File: src/rtl/i2c_controller.sv
// I2C read-only slave control FSM: address phase, ACK/NACK,
// byte transmit, master-ACK sampling and repeated start.
module i2c_controller (
  input  logic       clk,
  input  logic       n_rst,
  input  logic       start_found,
  input  logic       stop_found,
  input  logic       byte_received,
  input  logic       ack_prep,
  input  logic       check_ack,
  input  logic       ack_done,
  input  logic       rw_mode,
  input  logic       address_match,
  input  logic       sda_in,
  input  logic       tx_fifo_empty,
  output logic       rx_enable,
  output logic       tx_enable,
  output logic       read_enable,
  output logic       load_data,
  output logic [1:0] sda_mode
);

  typedef enum logic [3:0] {
    IDLE,
    ADDR,
    ACK_WAIT,
    ACK_DRIVE,
    NACK_WAIT,
    NACK_DRIVE,
    LOAD,
    TX,
    MACK,
    WAIT_STOP
  } state_t;

  localparam logic [1:0] MODE_IDLE = 2'b00;
  localparam logic [1:0] MODE_ACK  = 2'b01;
  localparam logic [1:0] MODE_NACK = 2'b10;
  localparam logic [1:0] MODE_TX   = 2'b11;

  state_t state;
  state_t state_nxt;
  logic   mack;
  logic   addr_ok;

  assign addr_ok = address_match & rw_mode & ~tx_fifo_empty;

  always_comb begin
    state_nxt = state;
    unique case (state)
      IDLE: begin
        if (start_found)
          state_nxt = ADDR;
      end
      ADDR: begin
        if (byte_received)
          state_nxt = addr_ok ? ACK_WAIT : NACK_WAIT;
      end
      ACK_WAIT: begin
        if (ack_prep)
          state_nxt = ACK_DRIVE;
      end
      ACK_DRIVE: begin
        if (ack_done)
          state_nxt = LOAD;
      end
      NACK_WAIT: begin
        if (ack_prep)
          state_nxt = NACK_DRIVE;
      end
      NACK_DRIVE: begin
        if (ack_done)
          state_nxt = WAIT_STOP;
      end
      LOAD: state_nxt = TX;
      TX: begin
        if (ack_prep)
          state_nxt = MACK;
      end
      MACK: begin
        // underflow leaves SDA released: master reads 0xFF
        if (ack_done)
          state_nxt = (!mack && !tx_fifo_empty)
                    ? LOAD : WAIT_STOP;
      end
      WAIT_STOP: begin
        if (stop_found)
          state_nxt = IDLE;
      end
      default: state_nxt = IDLE;
    endcase
    // bus conditions override; START beats STOP
    if (stop_found)
      state_nxt = IDLE;
    if (start_found)
      state_nxt = ADDR;
  end

  always_ff @(posedge clk) begin
    if (!n_rst) begin
      state       <= IDLE;
      mack        <= 1'b1;
      rx_enable   <= 1'b0;
      tx_enable   <= 1'b0;
      read_enable <= 1'b0;
      load_data   <= 1'b0;
      sda_mode    <= MODE_IDLE;
    end else begin
      state       <= state_nxt;
      rx_enable   <= (state_nxt == ADDR);
      tx_enable   <= (state_nxt == TX);
      read_enable <= (state_nxt == LOAD);
      load_data   <= (state_nxt == LOAD);
      unique case (state_nxt)
        ACK_DRIVE:  sda_mode <= MODE_ACK;
        NACK_DRIVE: sda_mode <= MODE_NACK;
        TX:         sda_mode <= MODE_TX;
        default:    sda_mode <= MODE_IDLE;
      endcase
      if (state_nxt == LOAD)
        mack <= 1'b1;
      else if (state == MACK && check_ack)
        mack <= sda_in;
    end
  end

endmodule

File: config.mk
export PLATFORM = sky130hd
export DESIGN_NAME = i2c_controller
export DESIGN_NICKNAME = d
export VERILOG_FILES = /design/src/rtl/i2c_controller.sv
export SDC_FILE = /design/constraint.sdc
export NUM_CORES = 1
export LEC_CHECK = 0
export CAP_MARGIN = 10
export CORE_AREA = 2 2 39 41
export CTS_BUF_LIST = sky130_fd_sc_hd__clkbuf_2 sky130_fd_sc_hd__clkbuf_4 sky130_fd_sc_hd__clkbuf_8
export DETAILED_ROUTE_END_ITERATION = 10
export DIE_AREA = 0 0 41 43
export GPL_ROUTABILITY_DRIVEN = 0
export PLACE_DENSITY = 0.79
export REMOVE_ABC_BUFFERS = 1
export SYNTH_ARGS = -nofsm -noshare
export SYNTH_HDL_FRONTEND = slang
export SYNTH_SLANG_ARGS = --single-unit
File: constraint.sdc
create_clock -name clk -period 3.7 [get_ports clk]
set_clock_uncertainty 0.1 [all_clocks]
set_input_delay 0.74 -clock clk [delete_from_list [all_inputs] [get_ports clk]]
set_output_delay 0.74 -clock clk [all_outputs]
set_load 0.03 [all_outputs]
### Yosys cells after proc, flatten, opt, wreduce, memory -nomap -nowiden

Cells that the tools add are included.

| storage, ports and cells | value |
|---|---|
| output and inout bits | 6 |
| latch bits | 0 |
| bits in writable memories | 0 |
| input port bits | 12 |
| memories | 0 |
| flip-flop bits (word level) | 10 |
| bits in read-only memories | 0 |
| logic and storage cells | 44 |

| cells by class | value |
|---|---|
| div/mod/pow operators | 0 |
| muxes and demuxes | 13 |
| equal/unequal tests | 14 |
| shifts and indexed selects | 0 |
| magnitude comparators | 0 |
| $add $sub $neg | 0 |
| bitwise logic cells | 4 |
| multipliers | 0 |
| reduce and logical (&&, ||, !) cells | 7 |

Operators with widths:

| operator | count |
|---|---|
| two-way mux 4 bit | 10 |
| case mux 4 bit (9 select lines) | 1 |
| equality test 4 x 3 -> 1 bit (second input constant) | 7 |
| equality test 4 x 2 -> 1 bit (second input constant) | 3 |
| equality test 4 x 1 -> 1 bit (second input constant) | 2 |
| equality test 4 bit (second input constant) | 2 |
| case mux 2 bit (3 select lines) | 1 |
| logical NOT 4 bit | 1 |
| OR reduction 2 bit | 2 |
| two-way mux 3 bit | 1 |
| AND 1 bit | 2 |
| logical AND 1 bit | 2 |
| logical NOT 1 bit | 2 |
| inverter 1 bit | 2 |

### Longest topological paths before layout

Gate-level depths: netlist of the first run.

| logic depth | value |
|---|---|
| word-level depth | 9 |
| mapped depth | 6 |
| depth with buffers taken out | 5 |

### Worst setup path after synthesis of the first run

Ideal clock, no wire load.

| path | value |
|---|---|
| path type | input-to-reg |
| from | in ack_done |
| to | reg rx_enable |
| setup slack | 1.536 ns |
| required time | 3.485 ns |
| cell stages on the path | 5 |
| arrival time | 1.949 ns |
| path buffers | 0 |
| library setup time | 0.115 ns |
| path through | nor4b_1 or4b_2 a211oi_1 a211oi_1 and3_1 |

| between the ends | value |
|---|---|
| longest elaborated chain between the ends | 5 |
| elaborated cells between the ends (all ways) | 7 |
| those cells by class | eq/ne: 1; mux: 6 |

Ends and longest elaborated chain:

| element | line | source |
|---|---|---|
| from (decl) | 11 | `input logic ack_done,` |
| two-way mux 4 bit (on tied branches) | 82, 64, 72 |  |
| case mux 4 bit (9 select lines) (*) | 50 | `unique case (state)` |
| two-way mux 4 bit (*) | 93 | `if (stop_found)` |
| two-way mux 4 bit (*) | 95 | `if (start_found)` |
| equality test 4 x 1 -> 1 bit (*) | 110 | `rx_enable <= (state_nxt == ADDR);` |
| to (signal assigned) | 110 |  |
| to (decl) | 16 | `output logic rx_enable,` |

Every way passes the cells marked *; elsewhere a longest branch is shown, timed or not.
A chain may end at the register's enable or synchronous reset.

### Final worst setup path of the first run

Ends and elaborated chain as after synthesis.

==> results of run 1 <==
[power groups by stage]
stage                     Combinational, mW  Sequential [mW]  Clock [mW]
final                                0.0297            0.112      0.0704
after global routing                 0.0324            0.112      0.0815
after CTS                            0.0296            0.112      0.0729
after detailed placement             0.0295            0.114           0
after global placement               0.0291            0.114           0
after floorplan                      0.0101            0.115           0
[area by class of cell]
cell class / instances / area share, %
multi-input cells: 53 / 47.11
flip-flops and latches: 10 / 24.96
well taps: 16 / 2.496
repair buffers: 17 / 21.22
clock buffers: 3 / 2.808
inverters: 3 / 1.404
[registers in the layout, summed over array words and instances (netlist names)]
signal	cells
rx_enable	1
sda_mode	2
tx_enable	1
state	4
mack	1
load_data	1
[cells by family after synthesis]
logic type	after synthesis	synth area share, %
DFF	10	32.26
AOI/OAI and AO/OA	13	16.13
muxes	2	3.427
buffers and inverters	7	6.853
and+or+nand+nor	38	41.33
[routing by layer]
| layer | up-vias | wire [µm] | GRT usage (%) |
|---|---|---|---|
| met5 | - | 0 | 0 |
| met4 | 0 | 0 | 4.667 |
| met3 | 0 | 85 | 6.806 |
| met2 | 24 | 606 | 24.69 |
| met1 | 257 | 577 | 24.84 |
| li1 | 291 | - | - |
[cells in the final DEF (no fill, tap or decap), types with 3 or more instances in the layout]
master	synthesis	final
sky130_fd_sc_hd__nor2b_1	3	3
sky130_fd_sc_hd__clkdlybuf4s50_1	0	17
sky130_fd_sc_hd__clkbuf_4	0	3
sky130_fd_sc_hd__nand3_1	5	5
sky130_fd_sc_hd__inv_1	3	3
sky130_fd_sc_hd__dfxtp_1	10	10
sky130_fd_sc_hd__nand2_1	4	4
sky130_fd_sc_hd__and2_1	3	3
[through the flow]
stage               hold WS (ps)  area (µm²)  setup WS (ps)
finish                     465.0       802.0           1196
global route               486.1       802.0           1074
CTS                        459.4       802.0           1201
detailed placement         446.7       779.5          917.4
global placement           430.2       779.5          950.6
floorplan                  383.8       589.3           1529
[how the worst max path moves through the flow]
stage	startpoint	slack, ps	cells after the start	endpoint
2_1_floorplan	ack_done	1530	5	rx_enable
3_3_place_gp	tx_fifo_empty	950	6	tx_enable
3_5_place_dp	ack_done	920	6	rx_enable
4_1_cts	ack_done	1200	6	rx_enable
5_1_grt	ack_done	1070	6	rx_enable
6_report	ack_done	1200	6	rx_enable
[critical path: stages]
cell	delay, ps
sky130_fd_sc_hd__clkdlybuf4s50_1	480
sky130_fd_sc_hd__nor4b_1	170
sky130_fd_sc_hd__or4b_2	610
sky130_fd_sc_hd__a211oi_1	260
sky130_fd_sc_hd__a211oi_1	80
sky130_fd_sc_hd__and3_1	210
==> insert_results.sql, run 1 <==
INSERT INTO impl_metrics (metric_group, metric, value, unit) VALUES
('layout', 'finish.net_count', '100', ''),
('clock_network', 'clock_sink_count', '10', ''),
('floorplan', 'floorplan.initialDensity', '44.85', '%'),
('sta', 'layout_worst_path_cycle_share', '67.67', '%'),
('global_route', 'grt_antenna_before_repair', '0', ''),
('clock_network', 'ctsHoldBuffers', '0', ''),
('clock_network', 'ctsHtreeMaxLevel', '1', ''),
('synthesis', 'ys_async_sr_fraction', '0', '%'),
('sta', 'max-slew-margin-rel', '53.46', '%'),
('clock_network', 'setup_fix_bufs_post_cts', '0', ''),
('power_and_ir_drop', 'proportion_of_power_drawn_by_the_clock_network', '33.2', '%'),
('layout', 'utilization', '57.96', '%'),
('layout', 'number_of_antenna_cells_inserted', '0', ''),
('critical_path', 'reg2reg_depth', '4', ''),
('power_and_ir_drop', 'power.total', '212.1', 'µW'),
('floorplan', 'rows', '14', ''),
('routing', 'post_drt_via_cell_ratio', '5.608', ''),
('routing', 'routed-via-count', '572', ''),
('critical_path', 'critPathMaxFanout', '6', ''),
('sta', 'worst_pin_slew', '689.4', 'ps'),
('critical_path', 'cp.arrival', '2560', 'ps'),
('hold_path', 'hp-class', 'flip-flop to flip-flop', ''),
('clock_network', 'cts_inserted_buffers', '3', ''),
('floorplan', 'die_footprint', '1763', 'µm²'),
('global_route', 'grt_pass1_vias', '514', ''),
('synthesis', 'register_bit_count_reported_by_yosys', '10', ''),
('routing', 'dr.first_iter.drc_count', '24', ''),
('routing', 'drcViolationCount', '0', ''),
('clock_network', 'max_root_sink_buffers', '2', ''),
('critical_path', 'worst_r2r_endpoint', 'tx_enable', ''),
('power_and_ir_drop', 'power.share.combinational', '14.0', '%'),
('clock_network', 'cts_resized', '0', ''),
('global_route', 'first_pass_grt_wire_length', '2.139', 'mm'),
('critical_path', 'setup_crit_start_kind', 'primary input', ''),
('layout', 'final_cells', '102', ''),
('floorplan', 'fp.dieW', '41', 'µm'),
('layout', 'multi_input_comb_area', '377.9', 'µm²'),
('routing', 'routed_wirelength', '1.269', 'mm'),
('power_and_ir_drop', 'static_leakage', '0.2826', 'nW'),
('power_and_ir_drop', 'cellPowerDensity', '264.5', 'nW/µm²'),
('place', 'port-buffer-count', '17', ''),
('power_and_ir_drop', 'worst_ir_drop_vdd', '0.1666', 'mV'),
('sta', 'hold_viol', '0', ''),
('sta', 'layout_min_cycle_time', '2504', 'ps'),
('synthesis', 'ys_top_cells_by_area', 'sky130_fd_sc_hd__dfxtp_1 (32%), sky130_fd_sc_hd__nand3_1 (4.0%), sky130_fd_sc_hd__and2_1 (3.0%)', ''),
('synthesis', 'synth_area_per_cell', '8.866', 'µm²'),
('synthesis', 'post-synth-top-area-fraction', '32.26', '%'),
('sta', 'max_freq', '399.4', 'MHz'),
('sta', 'final-setup-viol-count', '0', ''),
('global_route', 'gr-usage-all-layers', '17.66', '%'),
('critical_path', 'critical_path.endpoint_type', 'flip-flop', ''),
('floorplan', 'die_y', '43', 'µm'),
('layout', 'post_route_cells_drive_above_1_share', '13.95', '%'),
('layout', 'flow.area_growth_from_synthesis', '29.23', '%'),
('routing', 'drt_first_pass_iters', '4', ''),
('sta', 'final.setup.tns', '0', 'ps'),
('hold_path', 'hold_path_cell_cnt', '2', ''),
('floorplan', 'num_io_pins', '18', ''),
('sta', 'timing.final.max_slew_violations', '0', ''),
('layout', 'fillCellCount', '123', ''),
('critical_path', 'regToRegSetupSlack', '1540', 'ps'),
('synthesis', 'synth.largest_area_cell', 'sky130_fd_sc_hd__dfxtp_1', ''),
('power_and_ir_drop', 'internal_power', '164.2', 'µW'),
('synthesis', 'number_of_synthesized_flops_with_an_enable_pin', '0', ''),
('power_and_ir_drop', 'total_switching_power', '47.96', 'µW'),
('floorplan', 'core_area', '1384', 'µm²'),
('sta', 'setup_repair_after_global_routing_missed_its_margin', 'no', ''),
('hold_path', 'worstHoldEndpoint', 'mack', ''),
('synthesis', 'dominantRegCellSynth', 'sky130_fd_sc_hd__dfxtp_1', ''),
('run_status', 'run_status', 'finished clean', ''),
('clock_network', 'worst_skew_pair.late_latency', '260', 'ps');
Note: power is estimated with default switching activity, not from simulation.
==> run 2: changes to the inputs <==
--- a/config.mk
+++ b/config.mk
@@ -6,10 +6,10 @@
 export NUM_CORES = 1
 export LEC_CHECK = 0
 export CAP_MARGIN = 10
-export CORE_AREA = 2 2 39 41
+export CORE_MARGIN = 2
+export CORE_UTILIZATION = 47
 export CTS_BUF_LIST = sky130_fd_sc_hd__clkbuf_2 sky130_fd_sc_hd__clkbuf_4 sky130_fd_sc_hd__clkbuf_8
 export DETAILED_ROUTE_END_ITERATION = 10
-export DIE_AREA = 0 0 41 43
 export GPL_ROUTABILITY_DRIVEN = 0
 export PLACE_DENSITY = 0.79
 export REMOVE_ABC_BUFFERS = 1
==> constraint.sdc (replaced) <==
create_clock -name clk -period 2.5 [get_ports clk]
set_clock_uncertainty 0.1 [all_clocks]
set_input_delay 0.5 -clock clk [delete_from_list [all_inputs] [get_ports clk]]
set_output_delay 0.5 -clock clk [all_outputs]
set_load 0.03 [all_outputs]
==> run 2 against run 1 <==
- core utilization up 8.6 points
- register-to-register slack got worse by 1200 ps
- highest routed layer unchanged
- cell area rose by 5.3%
- worst hold slack lost 20 ps
- clock-buffer cell count up 1
- power grew 66%
- non-clock buffer count grew 4
==> insert_results.sql, run 2 (synthesis results as in run 1) <==
INSERT INTO impl_metrics (metric_group, metric, value, unit) VALUES
('critical_path', 'timing.setup.critical_path_class', 'primary input to flip-flop', ''),
('clock_network', 'cts_inserted_buffers', '3', ''),
('global_route', 'gr-usage-all-layers', '21.58', '%'),
('routing', 'routed_wirelength', '1.394', 'mm'),
('floorplan', 'num_io_pins', '18', ''),
('layout', 'flow.area_growth_from_synthesis', '36.09', '%'),
('floorplan', 'fp.dieW', '40.34', 'µm'),
('floorplan', 'core_area', '1269', 'µm²'),
('routing', 'drcViolationCount', '0', ''),
('run', 'max-cap-violations', '0', ''),
('layout', 'largestRegisters', 'state: 4 flops, sda_mode: 2 flops', ''),
('layout', 'finish.net_count', '104', ''),
('sta', 'setup_repair_after_global_routing_missed_its_margin', 'no', ''),
('sta', 'final-setup-viol-count', '0', ''),
('routing', 'post_drt_via_cell_ratio', '5.547', ''),
('clock_network', 'cts_tree', 'built', ''),
('clock_network', 'worst_skew_pair.late_latency', '260', 'ps'),
('routing', 'number_of_nets_with_antenna_violations_after_detailed_routing', '0', ''),
('place', 'post_dp_cell_area', '808.3', 'µm²'),
('critical_path', 'worst-endpoint-required', '2560', 'ps'),
('floorplan', 'die_footprint', '1627', 'µm²'),
('global_route', 'grt_max_degree', '14', ''),
('sta', 'max-slew-margin-rel', '58.69', '%'),
('clock_network', 'max_root_sink_buffers', '2', ''),
('layout', 'post_route_cells_drive_above_1_share', '18.68', '%'),
('sta', 'hold_ws', '445.0', 'ps'),
('sta', 'timing.final.max_slew_violations', '0', ''),
('floorplan', 'rows', '13', ''),
('layout', 'largest_register_ffs', '4', ''),
('clock_network', 'cts_root_buffer', 'sky130_fd_sc_hd__clkbuf_4', ''),
('power_and_ir_drop', 'cellPowerDensity', '416.7', 'nW/µm²'),
('global_route', 'grt_antenna_before_repair', '0', ''),
('floorplan', 'floorplan.initialDensity', '48.92', '%'),
('clock_network', 'cts_resized', '0', ''),
('power_and_ir_drop', 'static_leakage', '0.3102', 'nW'),
('layout', 'largest_register', 'state', ''),
('critical_path', 'setup_crit_start_kind', 'primary input', ''),
('floorplan', 'die_y', '40.34', 'µm'),
('sta', 'hold_viol', '0', ''),
('sta', 'final.setup.tns', '0', 'ps'),
('hold_path', 'hp-class', 'flip-flop to flip-flop', ''),
('place', 'post-dp-hpwl', '1.107', 'mm'),
('critical_path', 'critical_path.endpoint_type', 'flip-flop', ''),
('clock_network', 'ctsHoldBuffers', '0', ''),
('clock_network', 'setup_fix_bufs_post_cts', '0', ''),
('layout', 'number_of_antenna_cells_inserted', '0', ''),
('layout', 'final_area', '844.6', 'µm²'),
('sta', 'layout_worst_path_cycle_share', '88.97', '%'),
('run_status', 'run_status', 'finished clean', ''),
('clock_network', 'ctsHtreeMaxLevel', '1', ''),
('place', 'port-buffer-count', '17', ''),
('critical_path', 'critPathMaxFanout', '3', ''),
('global_route', 'first_pass_grt_wire_length', '2.325', 'mm'),
('layout', 'most-common-layout-cells', 'sky130_fd_sc_hd__clkdlybuf4s50_1 (17), sky130_fd_sc_hd__dfxtp_1 (10), sky130_fd_sc_hd__nand3_1 (5)', ''),
('routing', 'drt_first_pass_iters', '4', ''),
('layout', 'layout_commonest_cell', 'sky130_fd_sc_hd__clkdlybuf4s50_1', ''),
('routing', 'routed-via-count', '588', ''),
('sta', 'max_freq', '449.6', 'MHz'),
('clock_network', 'clkTransAtPathRegs', '60', 'ps'),
('sta', 'layout_min_cycle_time', '2224', 'ps'),
('power_and_ir_drop', 'worst_ir_drop_vdd', '0.2812', 'mV'),
('critical_path', 'cp.arrival', '2280', 'ps'),
('layout', 'final_cells', '106', ''),
('global_route', 'gr-total-overflow', '0', ''),
('place', 'dp_cells', '102', ''),
('sta', 'worst_pin_slew', '611.0', 'ps'),
('clock_network', 'clock_sink_count', '10', ''),
('power_and_ir_drop', 'power.total', '351.9', 'µW'),
('routing', 'dr.first_iter.drc_count', '19', ''),
('global_route', 'grt_pass1_vias', '533', ''),
('routing', 'avgRoutedWirePerCell', '13.15', 'µm');
run 2: cell count changes in the layout (fill, tap and decap cells not counted), sizes merged:
cell	before	now
clkbuf	3	4
buf	0	4
run 2: per-stage QoR:
stage               utilization [%]  setup slack (ps)
CTS                           66.57             281.7
finish                        66.57             275.7
floorplan                         -             568.6
detailed placement            63.71             10.86
global route                  66.57             155.7
global placement              63.71             71.81
run 2: worst paths after layout:
check / from / end / slack, ps / cells past startpoint
max reg2reg: state[3] / tx_enable / 300 / 4
max: ack_done / rx_enable / 280 / 6
min: mack / mack / 450 / 2
min reg2reg: mack / mack / 450 / 2
run 2: cell type report:
type                            instances  area [µm²]
Multi-Input combinational cell         53       377.9
Timing Repair Buffer                   21       200.2
Sequential cell                        10       200.2
Tap cell                               15       18.77
Inverter                                3       11.26
Fill cell                             122       424.2
Clock buffer                            4       36.28
run 2: power by group:
group	leakage (nW)	total, mW	internal, mW	switching [mW]
Sequential	0.0812	0.166	0.162	0.00404
Combinational	0.208	0.0478	0.0288	0.0190
Clock	0.0210	0.138	0.0882	0.0501
run 2: routing by layer:
| metal | track usage, % | part of all wire, % | vias up |
|---|---|---|---|
| met4 | 0 | 0 | 0 |
| met5 | 0 | 0 | - |
| met3 | 6.667 | 5.4 | 0 |
| li1 | - | - | 299 |
| met2 | 36.11 | 51 | 15 |
| met1 | 28.81 | 43 | 274 |
run 2: worst max-delay path, cell delays in order:
cell,delay [ps]
sky130_fd_sc_hd__clkdlybuf4s50_1,440
sky130_fd_sc_hd__nor4b_1,160
sky130_fd_sc_hd__or4b_2,630
sky130_fd_sc_hd__a211oi_1,290
sky130_fd_sc_hd__a211oi_1,80
sky130_fd_sc_hd__and3_1,180
==> run 3: changes to the inputs <==
--- a/config.mk
+++ b/config.mk
@@ -11,6 +11,7 @@
 export CTS_BUF_LIST = sky130_fd_sc_hd__clkbuf_2 sky130_fd_sc_hd__clkbuf_4 sky130_fd_sc_hd__clkbuf_8
 export DETAILED_ROUTE_END_ITERATION = 10
 export GPL_ROUTABILITY_DRIVEN = 0
+export MAX_ROUTING_LAYER = met4
 export PLACE_DENSITY = 0.79
 export REMOVE_ABC_BUFFERS = 1
 export SYNTH_ARGS = -nofsm -noshare
==> run 3 against run 2 <==
- die area unchanged
- first-iteration DRC count shrank 11%
- via count is 2.4% higher
- routed wire length fell by 0.22%
- critical path depth stayed put
- cell area did not move
- sequential share of layout area is the same
- critical path type unchanged
- worst setup slack improved by 1.8 ps
- non-clock buffer count unchanged
- power rose by 0.36%
- clock-buffer cell count stayed put
- final cell count unchanged
==> insert_results.sql, run 3 (synthesis results as in run 1) <==
INSERT INTO impl_metrics (metric_group, metric, value, unit) VALUES
('run_status', 'run_status', 'finished clean', ''),
('layout', 'most-common-layout-cells', 'sky130_fd_sc_hd__clkdlybuf4s50_1 (17), sky130_fd_sc_hd__dfxtp_1 (10), sky130_fd_sc_hd__nand3_1 (5)', ''),
('layout', 'number_of_antenna_cells_inserted', '0', ''),
('routing', 'avgRoutedWirePerCell', '13.12', 'µm'),
('global_route', 'gr-usage-all-layers', '22.20', '%'),
('floorplan', 'floorplan.initialDensity', '48.92', '%'),
('layout', 'finish.net_count', '104', ''),
('power_and_ir_drop', 'total_switching_power', '74.45', 'µW'),
('power_and_ir_drop', 'power.share.combinational', '13.5', '%'),
('power_and_ir_drop', 'static_leakage', '0.3102', 'nW'),
('clock_network', 'cts_inserted_buffers', '3', ''),
('clock_network', 'max_root_sink_buffers', '2', ''),
('clock_network', 'cts_resized', '0', ''),
('power_and_ir_drop', 'worst_ir_drop_vdd', '0.2814', 'mV'),
('sta', 'hold_ws', '445.2', 'ps'),
('sta', 'worst_pin_slew', '574.9', 'ps'),
('routing', 'routed-via-count', '602', ''),
('sta', 'final-setup-viol-count', '0', ''),
('layout', 'largestRegisters', 'state: 4 flops, sda_mode: 2 flops', ''),
('power_and_ir_drop', 'seq_power_share', '46.9', '%'),
('routing', 'post_drt_via_cell_ratio', '5.679', ''),
('clock_network', 'cts_tree', 'built', ''),
('global_route', 'first_pass_grt_wire_length', '2.318', 'mm'),
('floorplan', 'die_footprint', '1627', 'µm²'),
('layout', 'fillCellCount', '122', ''),
('clock_network', 'ctsHoldBuffers', '0', ''),
('routing', 'number_of_nets_with_antenna_violations_after_detailed_routing', '0', ''),
('layout', 'post_route_cells_drive_above_1_share', '18.68', '%'),
('clock_network', 'clock_sink_count', '10', ''),
('sta', 'worst_slack', '277.5', 'ps'),
('clock_network', 'ctsHtreeMaxLevel', '1', ''),
('clock_network', 'setup_fix_bufs_post_cts', '0', ''),
('critical_path', 'timing.setup.critical_path_class', 'primary input to flip-flop', ''),
('floorplan', 'rows', '13', ''),
('critical_path', 'setup_crit_start_kind', 'primary input', ''),
('hold_path', 'hp-class', 'flip-flop to flip-flop', ''),
('critical_path', 'worst-endpoint-required', '2560', 'ps'),
('layout', 'largest_register_ffs', '4', ''),
('floorplan', 'core_area', '1269', 'µm²'),
('place', 'post_dp_cell_area', '808.3', 'µm²'),
('power_and_ir_drop', 'cellPowerDensity', '418.2', 'nW/µm²'),
('floorplan', 'fp.dieW', '40.34', 'µm'),
('floorplan', 'num_io_pins', '18', ''),
('critical_path', 'critPathMaxFanout', '3', ''),
('sta', 'timing.final.max_slew_violations', '0', ''),
('power_and_ir_drop', 'netSwitchingFraction', '21.08', '%'),
('place', 'place_worst_setup_slack', '10.86', 'ps'),
('power_and_ir_drop', 'internal_power', '278.7', 'µW'),
('layout', 'final_area', '844.6', 'µm²'),
('sta', 'final.setup.tns', '0', 'ps'),
('routing', 'routed_wirelength', '1.391', 'mm'),
('critical_path', 'r2r_start', 'state[3]', ''),
('critical_path', 'cp.arrival', '2280', 'ps'),
('sta', 'layout_worst_path_cycle_share', '88.90', '%'),
('global_route', 'gr-total-overflow', '0', ''),
('place', 'post-dp-hpwl', '1.107', 'mm'),
('sta', 'hold_viol', '0', ''),
('routing', 'dr.first_iter.drc_count', '17', ''),
('hold_path', 'hold_path.startpoint', 'mack', ''),
('global_route', 'grt_max_degree', '14', ''),
('clock_network', 'cts_root_buffer', 'sky130_fd_sc_hd__clkbuf_4', ''),
('sta', 'max-slew-margin-rel', '61.14', '%'),
('layout', 'layout_commonest_cell', 'sky130_fd_sc_hd__clkdlybuf4s50_1', ''),
('critical_path', 'critical_path.endpoint_type', 'flip-flop', ''),
('layout', 'flow.area_growth_from_synthesis', '36.09', '%'),
('run', 'max-cap-violations', '0', ''),
('critical_path', 'setup.worst_path.start', 'ack_done', ''),
('routing', 'drcViolationCount', '0', ''),
('global_route', 'grt_pass1_vias', '531', ''),
('sta', 'layout_min_cycle_time', '2222', 'ps'),
('place', 'port-buffer-count', '17', ''),
('clock_network', 'clkTransAtPathRegs', '70', 'ps'),
('layout', 'largest_register', 'state', ''),
('sta', 'setup_repair_after_global_routing_missed_its_margin', 'no', ''),
('floorplan', 'die_y', '40.34', 'µm'),
('routing', 'drt_first_pass_iters', '6', ''),
('global_route', 'grt_antenna_before_repair', '0', ''),
('clock_network', 'worst_skew_pair.late_latency', '260', 'ps'),
('sta', 'max_freq', '450.0', 'MHz'),
('power_and_ir_drop', 'proportion_of_power_drawn_by_the_clock_network', '39.6', '%');
## run 3: cell counts in the layout (fill, tap and decap cells not counted)
Identical to the previous run, type by type.
## run 3: path summary, 6_finish.rpt
| path | to | slack (ps) | cells past startpoint |
|---|---|---|---|
| worst max register to register | tx_enable | 350 | 4 |
| worst min-delay path | mack | 450 | 2 |
| worst max-delay path | rx_enable | 280 | 6 |
| worst min register to register | mack | 450 | 2 |
## run 3: cell type report
type                            count  area [µm²]  area share (%)
Tap cell                           15       18.77           2.222
Clock buffer                        4       36.28           4.296
Sequential cell                    10       200.2           23.70
Inverter                            3       11.26           1.333
Timing Repair Buffer               21       200.2           23.70
Multi-Input combinational cell     53       377.9           44.74
## run 3: power groups by stage
stage / combinational, mW / sequential [mW] / clock, mW
final: 0.0478 / 0.166 / 0.140
after global routing: 0.0528 / 0.166 / 0.151
after CTS: 0.0479 / 0.166 / 0.143
after detailed placement: 0.0475 / 0.169 / 0
after global placement: 0.0466 / 0.169 / 0
after floorplan: 0.0149 / 0.171 / 0
## run 3: worst max-delay path: stages
cell and delay, ps:
sky130_fd_sc_hd__clkdlybuf4s50_1 440, sky130_fd_sc_hd__nor4b_1 160, sky130_fd_sc_hd__or4b_2 630, sky130_fd_sc_hd__a211oi_1 290, sky130_fd_sc_hd__a211oi_1 80, sky130_fd_sc_hd__and3_1 190
## run 3: metrics by stage
step	utilization, %	total power [mW]	cells
after global placement	63.71	0.2157	102
after floorplan	-	0.1856	66
after global routing	66.57	0.3699	106
after CTS	66.57	0.3560	106
final	66.57	0.3532	106
after detailed placement	63.71	0.2167	102
## run 3: per-layer routing
layer,vias up,share of wire (%),global-route usage [%]
met3,2,4.7,6.667
li1,300,-,-
met5,-,0,-
met1,281,45,28.81
met2,19,50,36.11
met4,0,0.22,0
